[src/rtl/shift_register_group_ctrl_if.sv]
// shift_register_group_ctrl_if: valid/ready handshake bundle around the delay group
interface shift_register_group_ctrl_if;
    logic in_valid;
    logic in_ready;
    logic out_valid;
    logic out_ready;
    logic out_last;
    modport master (output in_valid, out_ready, input in_ready, out_valid, out_last);
    modport slave (input in_valid, out_ready, output in_ready, out_valid, out_last);
endinterface

[src/rtl/shift_register_group_ctrl.sv]
// shift_register_group_ctrl: valid/ready flow control, stall, flush and frame tracking for the 3-stage delay group
module shift_register_group_ctrl #(
    parameter int DEPTH     = 3,
    parameter int FRAME_LEN = 32,
    parameter int CNT_W     = 6
) (
    input  logic                       clk,
    input  logic                       reset,
    input  logic                       flush,
    shift_register_group_ctrl_if.slave hs,
    output logic                       sr_enable,
    output logic                       sr_clear,
    output logic                       frame_done,
    output logic [1:0]                 occupancy,
    output logic                       busy
);
    localparam logic [CNT_W-1:0] LAST_IDX = CNT_W'(FRAME_LEN - 1);

    logic [DEPTH-1:0] v_q, v_d;
    logic [CNT_W-1:0] in_idx_q, in_idx_d, out_idx_q, out_idx_d;
    logic             frame_done_q, frame_done_d;
    logic             adv, in_hs, out_hs;

    // group shifts whenever its output stage is empty or being consumed; outputs decode the valid shadow
    always_comb begin
        adv          = ~flush & reset & ~(v_q[DEPTH-1] & ~hs.out_ready);
        sr_enable    = adv;
        hs.in_ready  = adv;
        sr_clear     = flush | ~reset;
        hs.out_valid = v_q[DEPTH-1];
        hs.out_last  = v_q[DEPTH-1] & (out_idx_q == LAST_IDX);
        occupancy    = 2'(v_q[0]) + 2'(v_q[1]) + 2'(v_q[2]);
        busy         = |v_q;
        frame_done   = frame_done_q;
    end

    // next state: bubbles shift in lockstep with data, flush wins over any handshake
    always_comb begin
        in_hs        = hs.in_valid & adv;
        out_hs       = v_q[DEPTH-1] & hs.out_ready & ~flush;
        v_d          = flush ? '0 : adv ? {v_q[DEPTH-2:0], in_hs} : v_q;
        in_idx_d     = flush ? '0 : ~in_hs ? in_idx_q :
                       (in_idx_q == LAST_IDX) ? '0 : in_idx_q + CNT_W'(1);
        out_idx_d    = flush ? '0 : ~out_hs ? out_idx_q :
                       (out_idx_q == LAST_IDX) ? '0 : out_idx_q + CNT_W'(1);
        frame_done_d = out_hs & hs.out_last;
    end

    // state register, asynchronously cleared
    always_ff @(posedge clk or negedge reset) begin
        if (!reset) begin
            v_q          <= '0;
            in_idx_q     <= '0;
            out_idx_q    <= '0;
            frame_done_q <= 1'b0;
        end else begin
            v_q          <= v_d;
            in_idx_q     <= in_idx_d;
            out_idx_q    <= out_idx_d;
            frame_done_q <= frame_done_d;
        end
    end
endmodule

[src/flat_wrapper.sv]
// flat-port wrapper written by rule: the top's interface ports become plain ports
module shift_register_group_ctrl_flat 
#(
    parameter int DEPTH     = 3,
    parameter int FRAME_LEN = 32,
    parameter int CNT_W     = 6
)
  (clk, reset, flush, sr_enable, sr_clear, frame_done, occupancy, busy, hs_in_valid, hs_out_ready, hs_in_ready, hs_out_valid, hs_out_last);
  shift_register_group_ctrl_if hs_i ();
  input  logic clk;
  input  logic reset;
  input  logic flush;
  output logic sr_enable;
  output logic sr_clear;
  output logic frame_done;
  output logic [1:0] occupancy;
  output logic busy;
  input wire logic [$bits(hs_i.in_valid)-1:0] hs_in_valid;
  input wire logic [$bits(hs_i.out_ready)-1:0] hs_out_ready;
  output wire logic [$bits(hs_i.in_ready)-1:0] hs_in_ready;
  output wire logic [$bits(hs_i.out_valid)-1:0] hs_out_valid;
  output wire logic [$bits(hs_i.out_last)-1:0] hs_out_last;
  assign hs_i.in_valid = hs_in_valid;
  assign hs_i.out_ready = hs_out_ready;
  assign hs_in_ready = hs_i.in_ready;
  assign hs_out_valid = hs_i.out_valid;
  assign hs_out_last = hs_i.out_last;
  shift_register_group_ctrl #(.DEPTH(DEPTH), .FRAME_LEN(FRAME_LEN), .CNT_W(CNT_W)) u_core (.clk(clk), .reset(reset), .flush(flush), .hs(hs_i), .sr_enable(sr_enable), .sr_clear(sr_clear), .frame_done(frame_done), .occupancy(occupancy), .busy(busy));
endmodule
[config.mk]
export PLATFORM = sky130hd
export DESIGN_NAME = shift_register_group_ctrl_flat
export DESIGN_NICKNAME = d
export VERILOG_FILES = /design/src/rtl/shift_register_group_ctrl_if.sv /design/src/rtl/shift_register_group_ctrl.sv /design/src/flat_wrapper.sv
export SDC_FILE = /design/constraint.sdc
export NUM_CORES = 1
export LEC_CHECK = 0
export CORE_MARGIN = 2
export CORE_UTILIZATION = 30
export CTS_BUF_LIST = sky130_fd_sc_hd__clkbuf_16
export CTS_CLUSTER_DIAMETER = 150
export DETAILED_ROUTE_END_ITERATION = 8
export GPL_ROUTABILITY_DRIVEN = 1
export GPL_TIMING_DRIVEN = 1
export PLACE_DENSITY_LB_ADDON = 0.3
export SYNTH_ARGS = -nofsm -noshare
export SYNTH_HDL_FRONTEND = slang
export SYNTH_SLANG_ARGS = --single-unit
[constraint.sdc]
create_clock -name clk -period 1.6 [get_ports clk]
set_input_delay 0.16 -clock clk [delete_from_list [all_inputs] [get_ports clk]]
set_output_delay 0.16 -clock clk [all_outputs]
set_load 0.005 [all_outputs]
# Word level (Yosys, flattened, before mapping)
# Cells that the tools add are included.
[classes]
n_mux = 5
n_addsub = 3
reduce_logical = 3
n_eq_ne = 1
bitwise = 13
[ops]
columns = ["operator", "count"]
rows = [
  ["$mux 6", 3],
  ["$and 1x1->1", 8],
  ["$add 6x1->6 const B", 1],
  ["$eq 6x5->1 const B", 1],
  ["$mux 3", 2],
  ["$not 1->1", 4],
  ["$reduce_bool 2->1", 2],
  ["$reduce_or 3->1", 1],
  ["$add 1x1->2", 1],
  ["$add 2x1->2", 1],
  ["$or 1x1->1", 1],
]
[totals]
regBits = 10
out_inout_bits = 9
inputBits = 5
wordCells = 28

# Longest topological paths before layout
# Gate-level depths: netlist (run 1).
[logic_depth]
depth_word = 7
mapped_depth = 4
mapped_depth_nobuf = 4

# Worst setup path after synthesis (run 1)
# Ideal clock, no wire load.
[synth_timing]
path_type = "flip-flop to flip-flop"
from = "register u_core.out_idx_q[0]"
to = "register u_core.out_idx_q[5]"
setup_ns = 0.077
n_path_buf = 0
required_ns = 1.523
arrival_time_ns = 1.233
path_stages_with_launch = 4
setup_slack_ns = 0.289
path_cell_list = "dfrtp_1 ha_1 or4_1 a21oi_1"
[synth_between]
elab_chain_len = 4
elab_cells_between_ends = 5
cone_classes = "add/sub: 1; eq/ne: 1; mux: 3"
[synth_lines]
columns = ["item", "line", "rtl"]
rows = [
  ["from (decl)", "shift_register_group_ctrl.sv:20", "logic [CNT_W-1:0] in_idx_q, in_idx_d, out_idx_q, out_idx_d;"],
  ["from (signal assigned)", "shift_register_group_ctrl.sv:59", "out_idx_q <= out_idx_d;"],
  ["$add 6x1->6 or $eq 6x5->1 (tied branches)", "shift_register_group_ctrl.sv:45", "(out_idx_q == LAST_IDX) ? '0 : out_idx_q + CNT_W'(1);"],
  ["$mux 6 (*)", "shift_register_group_ctrl.sv:45", ""],
  ["$mux 6 (*) (2 in series)", "shift_register_group_ctrl.sv:44", "out_idx_d = flush ? '0 : ~out_hs ? out_idx_q :"],
]
# Mark *: on every way between the ends. The rest lies on a longest branch, timed or not. The select of a mux whose other input is x is not followed.
# A chain may end at the register's enable or synchronous reset.

# Final worst setup path (run 1)
[layout_timing]
from = "register u_core.v_q[2]"
to = "output port occupancy[0]"
[layout_between]
elab_chain_len = 1
[layout_lines]
columns = ["item", "line", "rtl"]
rows = [
  ["from (decl)", "shift_register_group_ctrl.sv:19", "logic [DEPTH-1:0] v_q, v_d;"],
  ["from (signal assigned)", "shift_register_group_ctrl.sv:57", "v_q <= v_d;"],
  ["$add 2x1->2", "shift_register_group_ctrl.sv:32", "occupancy = 2'(v_q[0]) + 2'(v_q[1]) + 2'(v_q[2]);"],
  ["to (decl)", "flat_wrapper.sv:16", "output logic [1:0] occupancy;"],
]
# No other way between the ends.

==> run metrics, run 1 <==
initial antenna violation count 0; max_slew headroom between 80% and 90%; post-synth cell types 25; CP required roughly 1.4 ns; WL final ~1.3 mm; Nets 93; RSZ-0062 raised after global routing false; post-DP HPWL a little over 900 microns; drt via density 4.75; area leader, netlist dfrtp_1; global routing usage on met2 20.6%; post-route ant nets 0; Crit Path Max Fanout 2; placer congestion estimate between 0.8 and 0.9; Final min period between 1.5 and 2 ns; crit-path cells fa_1 -> dlygate4sd2_1; die area around 2200 sq um; Gate Count Post-Synth approximately 60; Crit path depth 2; Die Wd about 47 microns; final cell count without fillers roughly 110; Synth top cells by count 10 x dfrtp_1, 6 x a21oi_1, 6 x nand2_1, 5 x nand3_1, 4 x o21ai_0; CTS H-tree lvls 1; Crit path max-delay family adder cells; CTS Buffer Depth 2; Hold WC Path Type in2async; Register Area ~250 sq um; maximum vdd drop around 0.00057 V; slowest CP cell fa_1; Hold Slack between 0.2 and 0.3 ns; sequential fraction of the synthesis area between 40% and 50%; R2R setup slack ~0.24 ns; dpl cells 106; Main synth FF type dfrtp_1; core footprint 1710 sq um; die height 46.6 microns; # setup viols final 0; maxcap violations 0; mapped cell area ~540 sq um; Async SR Flop Fraction 100%; mean area per synthesized cell between 9 and 10 sq um; Crit Path Category reg2out; switching pwr about 0.00014 W; row count 15; Port Buf Inserts 13; EDFF count, synth 0; DR WL/cell 11.5 microns; Top Usage Layer GRT met2; # diodes 0; Seq pwr share 34.8%; slew of the pin with the lowest slew margin 0.261 ns; WP data arrival 1.39 ns; top achievable clock speed ~650 MHz; vias in the first global route 450; status finished clean; endpoint class of the critical path primary output; clk sink count 10; Starting Density about a third; cell internal pwr just over 0.0006 W; LEAKAGE ~0.38 nW; 1st-pass router iterations 4; clk slew on worst S/H paths roughly 0.04 ns; total negative slack 0 ns; fraction of layout cells with a size suffix above 1 19.0%; Clk pwr share between 50 and 60%; DR iter-0 viols 7; combinational fraction of design power 8.5%; largest family of logic cells by synthesized area simple AND/OR/NAND/NOR gates; xor and xnor area share after synthesis around 1.6%; Synth Net Count 66; Root Driver clkbuf_16; Pwr Density approximately 900 nW/um^2; fill cell count ~170; synth top area cells dfrtp_1 46%, a21oi_1 5.5%, nand3_1 4.6%; met1 Use GR between 15 and 20%; Pins Over Slew Limit 0; Reg2Reg Depth 4; Ports 14; switching share of total power between 10% and 20%; CTS tree done; met3 Resource Use GR 3.53%; top cell type's share of synthesized area 46.0%; vias post-DR 518; Synth Area in Compound Gates ~15%; Simple-Gate Fraction of Synth Area 25.3%; pin count of the biggest net entering global routing 16; post-synthesis adder-cell area fraction 5.98%; Area Overhead vs Synth 54.9%; area occupied by multi-input gates 259 sq um; first-pass GRT wire length 2.04 mm; clk_lat worst skew roughly 0.23 ns; All-Layer GR Usage between 10% and 20%; Syn. warnings 0; Hold Violations, Final 0; DRC 0; fin crit share a little under 100%; clock skew 0.00129 ns; total gr overflow 0; count leader, synth dfrtp_1; worst path bufs/invs 1; cts bufs inserted 3; slowest stage delay, CP between 0.5 and 0.6 ns; flops & latches, synth 10; CP startpoint kind flip-flop; mux cell area share after synthesis 0%
cells by family (layout without fill, tap and decap cells):
kind of cell               count (synthesis)  count (layout)
AOI/OAI and AO/OA                         14              14
buffers and inverters                      6              31
DFF                                       10              10
and+or+nand+nor                           26              26
adders and majority gates                  2               2
xor gates and xnor gates                   1               1
stage by stage:
step | power (W) | setup WS, ns | cell area, sq um | util, %
global placement | 0.000338 | 0.0385 | 772 | 45.2
finish | 0.000762 | 0.0529 | 843 | 49.4
floorplan | 0.000291 | 0.289 | 544 | -
detailed placement | 0.000339 | 0.0347 | 772 | 45.2
global route | 0.000796 | 0.00883 | 843 | 49.4
CTS | 0.000774 | 0.0341 | 840 | 49.2
registers in the layout, indices dropped and copies added, names as in the netlist:
signal / cells
u_core.out_idx_q: 6
u_core.v_q: 3
u_core.frame_done: 1
power by group through the flow:
stage | Sequential (W) | Combinational (W) | Clock, W
after floorplan | 0.000268 | 0.0000235 | 0
after global placement | 0.000268 | 0.0000702 | 0
after detailed placement | 0.000268 | 0.0000710 | 0
after CTS | 0.000265 | 0.0000654 | 0.000443
after global routing | 0.000266 | 0.0000733 | 0.000456
final | 0.000265 | 0.0000651 | 0.000432
worst reg2reg max path: cells and delay by family (launching register included):
family / cells / cell delay (ns)
buffers and inverters: 1 / 0.16
flip-flops: 1 / 0.42
AO/OA/AOI/OAI: 1 / 0.13
AND/OR/NAND/NOR: 2 / 0.56
layout make-up:
class / instances / share of cell area [%]
Inverter: 3 / 1.34
Sequential cell: 10 / 29.7
Clock buffer: 3 / 8.90
Timing Repair Buffer: 25 / 25.7
Multi-Input combinational cell: 43 / 30.7
Tap cell: 25 / 3.71
path summary, 6_finish.rpt:
path	start	end
worst min-delay path	reset	u_core.v_q[2]$_DFFE_PN0P_
max in group asynchronous	reset	u_core.v_q[0]$_DFFE_PN0P_
worst max-delay path	u_core.v_q[2]$_DFFE_PN0P_	occupancy[0]
min in group clk	hs_in_valid	u_core.v_q[0]$_DFFE_PN0P_
worst min register to register	u_core.out_idx_q[5]$_DFFE_PN0P_	u_core.out_idx_q[5]$_DFFE_PN0P_
worst max register to register	u_core.out_idx_q[3]$_DFFE_PN0P_	u_core.out_idx_q[5]$_DFFE_PN0P_
per-layer routing:
metal	vias up	wire length, microns
li1	260	-
met5	-	0
met2	18	566
met3	4	71
met1	236	583
met4	0	29
cell usage in the layout, fill, tap and decap left out:
master           netlist  routed
xor2_1                 1       1
nand4_1                1       1
dlygate4sd2_1          0       6
a21oi_1                6       6
nor2_1                 3       3
dfrtp_1               10      10
or3_1                  3       3
buf_6                  1       1
clkdlybuf4s50_1        0       7
a22oi_1                1       1
a31oi_1                1       1
fa_1                   1       1
nor4_1                 1       1
nand3_1                5       5
or4_1                  1       1
nor2b_1                1       1
ha_1                   1       1
clkbuf_16              0       3
buf_4                  1      11
nand3_2                1       1
o2111ai_1              1       1
nor3_1                 1       1
o21ai_0                4       4
nand2b_1               3       3
nand2_1                6       6
o211ai_1               1       1
inv_1                  3       3
repair_timing:
item | in CTS | in global routing
endpoints found under the hold margin | 0 | 0
hold buffers | 0 | 0
buffers inserted | 0 | 0
gates resized for setup | 6 | 1
setup endpoints to repair | 6 | 1
No activity file was read; power rests on OpenSTA's default activity.
==> inputs of run 2 (changes only) <==
--- a/config.mk
+++ b/config.mk
@@ -5,6 +5,7 @@
 export SDC_FILE = /design/constraint.sdc
 export NUM_CORES = 1
 export LEC_CHECK = 0
+export ABC_AREA = 1
 export CORE_MARGIN = 2
 export CORE_UTILIZATION = 30
 export CTS_BUF_LIST = sky130_fd_sc_hd__clkbuf_16
==> run metrics, run 2 <==
endpoint class of the critical path primary output; total negative slack 0 ns; Final min period 1.54 ns; core footprint around 1700 sq um; Ports 14; die area 2180 sq um; 1st-pass router iterations 4; Pwr Density roughly 880 nW/um^2; DRC 0; Worst Setup SP u_core.v_q[2]$_DFFE_PN0P_; vias post-DR 520; most frequent cells in the layout 19 x nand2_1, 11 x buf_4, 10 x inv_1, 10 x dfrtp_1, 7 x clkdlybuf4s50_1; Area Overhead vs Synth 58.4%; Main synth FF type dfrtp_1; post-placement cell area slightly below 800 sq um; fin crit share 96.3%; Gate Count Post-Synth 67; maximum vdd drop 0.000598 V; crit-path cells fa_1 -> dlygate4sd2_1; Pwr Total between 0.0007 and 0.0008 W; max reg flops 6; DR iter-0 viols 6; cts bufs inserted 3; WL final ~1.2 mm; top achievable clock speed around 650 MHz; die height about 47 microns; CP startpoint kind flip-flop; DR WL/cell around 10 microns; Nets 102; post-synth cell types 19; Synth Net Count 74; sequential fraction of the synthesis area between 40% and 50%; # hold bufs at CTS 0; top cell type's share of synthesized area a little under half; Die Wd roughly 47 microns; Async SR Flop Fraction 100%; Pins Over Slew Limit 0; first-pass GRT wire length approximately 2.0 mm; count leader, synth nand2_1; placer congestion estimate about 0.78; EDFF count, synth 0; post-route ant nets 0; CTS H-tree lvls 1; slowest CP cell fa_1; CTS tree done; pin count of the biggest net entering global routing 11; All-Layer GR Usage around 14%; area leader, netlist dfrtp_1; Crit Path Max Fanout 2; # setup viols final 0; fraction of layout cells with a size suffix above 1 between 20% and 30%; dpl cells between 100 and 150; commonest non-fill, non-tap cell in the layout nand2_1; CTS Buffer Depth 2; flops & latches, synth 10; Hold WC Path Type in2async; clk sink count 10; Biggest register u_core.out_idx_q; Reg2Reg Depth 7; drt via density around 4.4; LEAKAGE between 0.4 and 0.5 nW; row count 15; mean area per synthesized cell slightly above 8 sq um; Port Buf Inserts 13; clk slew on worst S/H paths roughly 0.040 ns; slew of the pin with the lowest slew margin 0.162 ns; initial antenna violation count 0; WP data arrival 1.38 ns; Crit Path Category reg2out; Syn. warnings 0; maxcap violations 0; RSZ-0062 raised after global routing false; final cell count without fillers 119; total gr overflow 0; post-layout instance area 868 sq um; # diodes 0; post-DP HPWL ~950 microns; slowest stage delay, CP roughly 0.53 ns; Hold Violations, Final 0; clk_lat worst skew between 0.2 and 0.25 ns; Reg2Reg Launch Point u_core.out_idx_q[1]$_DFFE_PN0P_; Synth top cells by count 19 x nand2_1, 11 x inv_1, 10 x dfrtp_1, 4 x nand3_1; Root Driver clkbuf_16; vias in the first global route slightly below 500; CP required 1.44 ns; max_slew headroom approximately nine tenths; Starting Density a little under a third; synth top area cells dfrtp_1 46%, nand2_1 13%, inv_1 7.5%; mapped cell area ~550 sq um; clock skew between 0.0005 and 0.0006 ns; status finished clean
-- run 2: cell count changes in the layout (fill, tap and decap cells not counted), sizes merged, moves of 2 or more --
cell	change
nand2	+14
inv	+8
a21oi	-6
nand2b	-3
or3	-3
clkinv	+2
dlygate4sd2	-2
nor2	+2
o22ai	+2
xnor2	+2
-- run 2: timing repair --
action,CTS,global route
setup endpoints to repair,5,2
gates resized for setup,8,2
buffers inserted,0,1
pin swaps,1,2
hold endpoints to repair,0,0
-- run 2: final timing paths --
| kind | slack [ns] | end |
|---|---|---|
| worst max register to register | 0.42 | u_core.out_idx_q[5]$_DFFE_PN0P_ |
| min in group clk | 0.51 | u_core.v_q[0]$_DFFE_PN0P_ |
| worst min register to register | 0.52 | u_core.out_idx_q[5]$_DFFE_PN0P_ |
| worst max-delay path | 0.06 | occupancy[0] |
| worst min-delay path | 0.31 | u_core.out_idx_q[1]$_DFFE_PN0P_ |
| max in group asynchronous | 1.14 | u_core.out_idx_q[2]$_DFFE_PN0P_ |
-- run 2: worst max-delay path, delay by kind of cell, from the launching register on --
kind       cells  cell delay (ns)
flops          1             0.39
buf+inv        1             0.23
fa+ha+maj      1             0.53
-- run 2: final cells by class --
type | instances | area [sq um]
Clock buffer | 3 | 75.1
Inverter | 12 | 45.0
Tap cell | 25 | 31.3
Multi-Input combinational cell | 44 | 253
Timing Repair Buffer | 24 | 210
Fill cell | 184 | 858
Clock inverter | 1 | 3.75
Sequential cell | 10 | 250
-- run 2: report_power, final --
part	leakage [nW]	switching (W)	internal, W
Sequential	0.139	0.00000323	0.000258
Clock	0.0385	0.000109	0.000327
Combinational	0.257	0.0000323	0.0000371
-- run 2: metrics by stage --
step | setup slack, ns | util [%] | hold WS (ns)
6_report | 0.0591 | 50.3 | 0.314
5_1_grt | 0.0145 | 50.3 | 0.355
4_1_cts | 0.0380 | 49.6 | 0.309
3_5_place_dp | 0.0103 | 45.0 | 0.516
3_3_place_gp | 0.0383 | 45.0 | 0.506
2_1_floorplan | 0.469 | - | -0.136
-- run 2: metal layers --
layer | vias to the layer above | track usage [%] | routed length (microns)
met2 | 6 | 22.5 | 620
met4 | 0 | 8.33 | 30
met5 | - | 0 | 0
li1 | 264 | - | -
met1 | 246 | 15.0 | 514
met3 | 4 | 4.62 | 33
-- run 2: kinds of logic (layout without fill, tap and decap cells) --
| kind of cell | count (synthesis) | count (layout) | share of synthesized area, % |
|---|---|---|---|
| buffers and inverters | 13 | 40 | 9.59 |
| XOR/XNOR | 2 | 2 | 3.20 |
| AND/OR/NAND/NOR | 33 | 33 | 28.3 |
| flip-flops | 10 | 10 | 45.7 |
| AO/OA/AOI/OAI | 7 | 7 | 7.30 |
| adder cells (fa/ha/maj) | 2 | 2 | 5.94 |
==> inputs of run 3 (changes only) <==
--- a/config.mk
+++ b/config.mk
@@ -6,9 +6,11 @@
 export NUM_CORES = 1
 export LEC_CHECK = 0
 export ABC_AREA = 1
+export CELL_PAD_IN_SITES_DETAIL_PLACEMENT = 1
+export CELL_PAD_IN_SITES_GLOBAL_PLACEMENT = 1
 export CORE_MARGIN = 2
 export CORE_UTILIZATION = 30
-export CTS_BUF_LIST = sky130_fd_sc_hd__clkbuf_16
+export CTS_BUF_LIST = sky130_fd_sc_hd__clkbuf_8
 export CTS_CLUSTER_DIAMETER = 150
 export DETAILED_ROUTE_END_ITERATION = 8
 export GPL_ROUTABILITY_DRIVEN = 1
==> run metrics, run 3 (synthesized netlist as in run 2, its figures left out) <==
# setup viols final 0; Die Wd between 40 and 50 microns; Biggest register u_core.out_idx_q; All-Layer GR Usage 17.4%; first-pass GRT wire length between 2 and 3 mm; Starting Density a little under a third; row count 15; maximum vdd drop approximately 0.00043 V; setup ws final between 0.05 and 0.06 ns; status finished clean; Final min period 1.55 ns; Pwr Density around 760 nW/um^2; CTS Buffer Depth 2; Port Buf Inserts 13; vias post-DR about 550; placer congestion estimate a little over 0.8; post-placement cell area between 700 and 800 sq um; post-layout instance area 877 sq um; CP startpoint kind flip-flop; Hold Violations, Final 0; DR iter-0 viols 3; DR WL/cell about 13 microns; CP required about 1.4 ns; slew of the pin with the lowest slew margin approximately 0.25 ns; dpl cells 115; fraction of layout cells with a size suffix above 1 about 26%; die height between 40 and 50 microns; top achievable clock speed 647 MHz; CTS H-tree lvls 1; max_slew headroom between 80 and 90%; Hold WC Path Type in2reg; clock skew 0.00645 ns; Nets between 100 and 150; DRC 0; maxcap violations 0; pre-CTS WS -0.00308 ns; post-DP HPWL about 1.2 mm; 1st-pass router iterations 2; final cell count without fillers 122; commonest non-fill, non-tap cell in the layout nand2_1; Area Overhead vs Synth 60.0%; post-route ant nets 0; Pins Over Slew Limit 0; clk_lat worst skew ~0.24 ns; clk slew on worst S/H paths approximately 0.05 ns; core footprint 1730 sq um; vias in the first global route slightly below 600; fin crit share just under 100%; Crit Path Max Fanout 4; Crit Path Category reg2out; endpoint class of the critical path primary output; cts bufs inserted 3; most frequent cells in the layout 19 x nand2_1, 12 x buf_4, 10 x dfrtp_1, 9 x inv_1, 7 x clkdlybuf4s50_1; Root Driver clkbuf_8; drt via density ~4.5; # diodes 0; total gr overflow 0; CTS tree done; clk sink count 10; WL final ~1.6 mm; pin count of the biggest net entering global routing 7; LEAKAGE ~0.43 nW; initial antenna violation count 0; Ports 14; die area around 2200 sq um; max reg flops 6; fill cell count around 220; WP data arrival approximately 1.4 ns
[run 3: stage by stage]
stage	TNS, ns	power [W]	utilization [%]	hold WS, ns
6_report	0	0.000668	50.8	0.408
5_1_grt	-0.00767	0.000693	50.8	0.451
4_1_cts	0	0.000672	48.7	0.320
3_5_place_dp	-0.00308	0.000343	45.4	0.539
3_3_place_gp	0	0.000341	45.4	0.519
2_1_floorplan	0	0.000290	-	-0.136
[run 3: cell type report]
cell class	count	area [sq um]	area share [%]
Timing Repair Buffer	27	238	27.1
Tap cell	25	31.3	3.57
Clock buffer	4	55.1	6.28
Inverter	12	45.0	5.14
Sequential cell	10	250	28.5
Multi-Input combinational cell	44	258	29.4
[run 3: worst paths after layout]
path | start | endpoint | slack, ns | cells after the start
setup / recovery | u_core.v_q[2]$_DFFE_PN0P_ | busy | 0.05 | 4
hold / removal | reset | u_core.v_q[0]$_DFFE_PN0P_ | 0.41 | 5
setup reg to reg | u_core.v_q[2]$_DFFE_PN0P_ | u_core.out_idx_q[4]$_DFFE_PN0P_ | 0.38 | 6
hold reg to reg | u_core.out_idx_q[5]$_DFFE_PN0P_ | u_core.out_idx_q[5]$_DFFE_PN0P_ | 0.56 | 2
max in group asynchronous | reset | u_core.v_q[2]$_DFFE_PN0P_ | 0.84 | 3
min in group asynchronous | reset | u_core.out_idx_q[2]$_DFFE_PN0P_ | 0.53 | 3
[run 3: timing repair]
item                                    CTS  global route
setup buffers                             0             1
hold buffers                              0             2
hold endpoints to repair                  0            10
pin swaps                                 1             1
gates resized for setup                   9             3
endpoints found under the setup margin    6             2
[run 3: report_power, final]
part	switching [W]	total, W	internal, W
clock network	0.000111	0.000328	0.000217
logic	0.0000354	0.0000783	0.0000429
registers	0.00000350	0.000261	0.000258
[run 3: per-layer routing]
layer	track usage [%]	share of wire (%)
met5	0	0
met4	6.67	0.88
met3	3.85	2.5
met2	28.3	51
met1	22.6	46
[run 3: worst max-delay path: stages (launching register included)]
cell and delay, ns:
dfrtp_1 0.39, buf_4 0.15, inv_2 0.07, nand3_1 0.08
clkdlybuf4s50_1 0.45
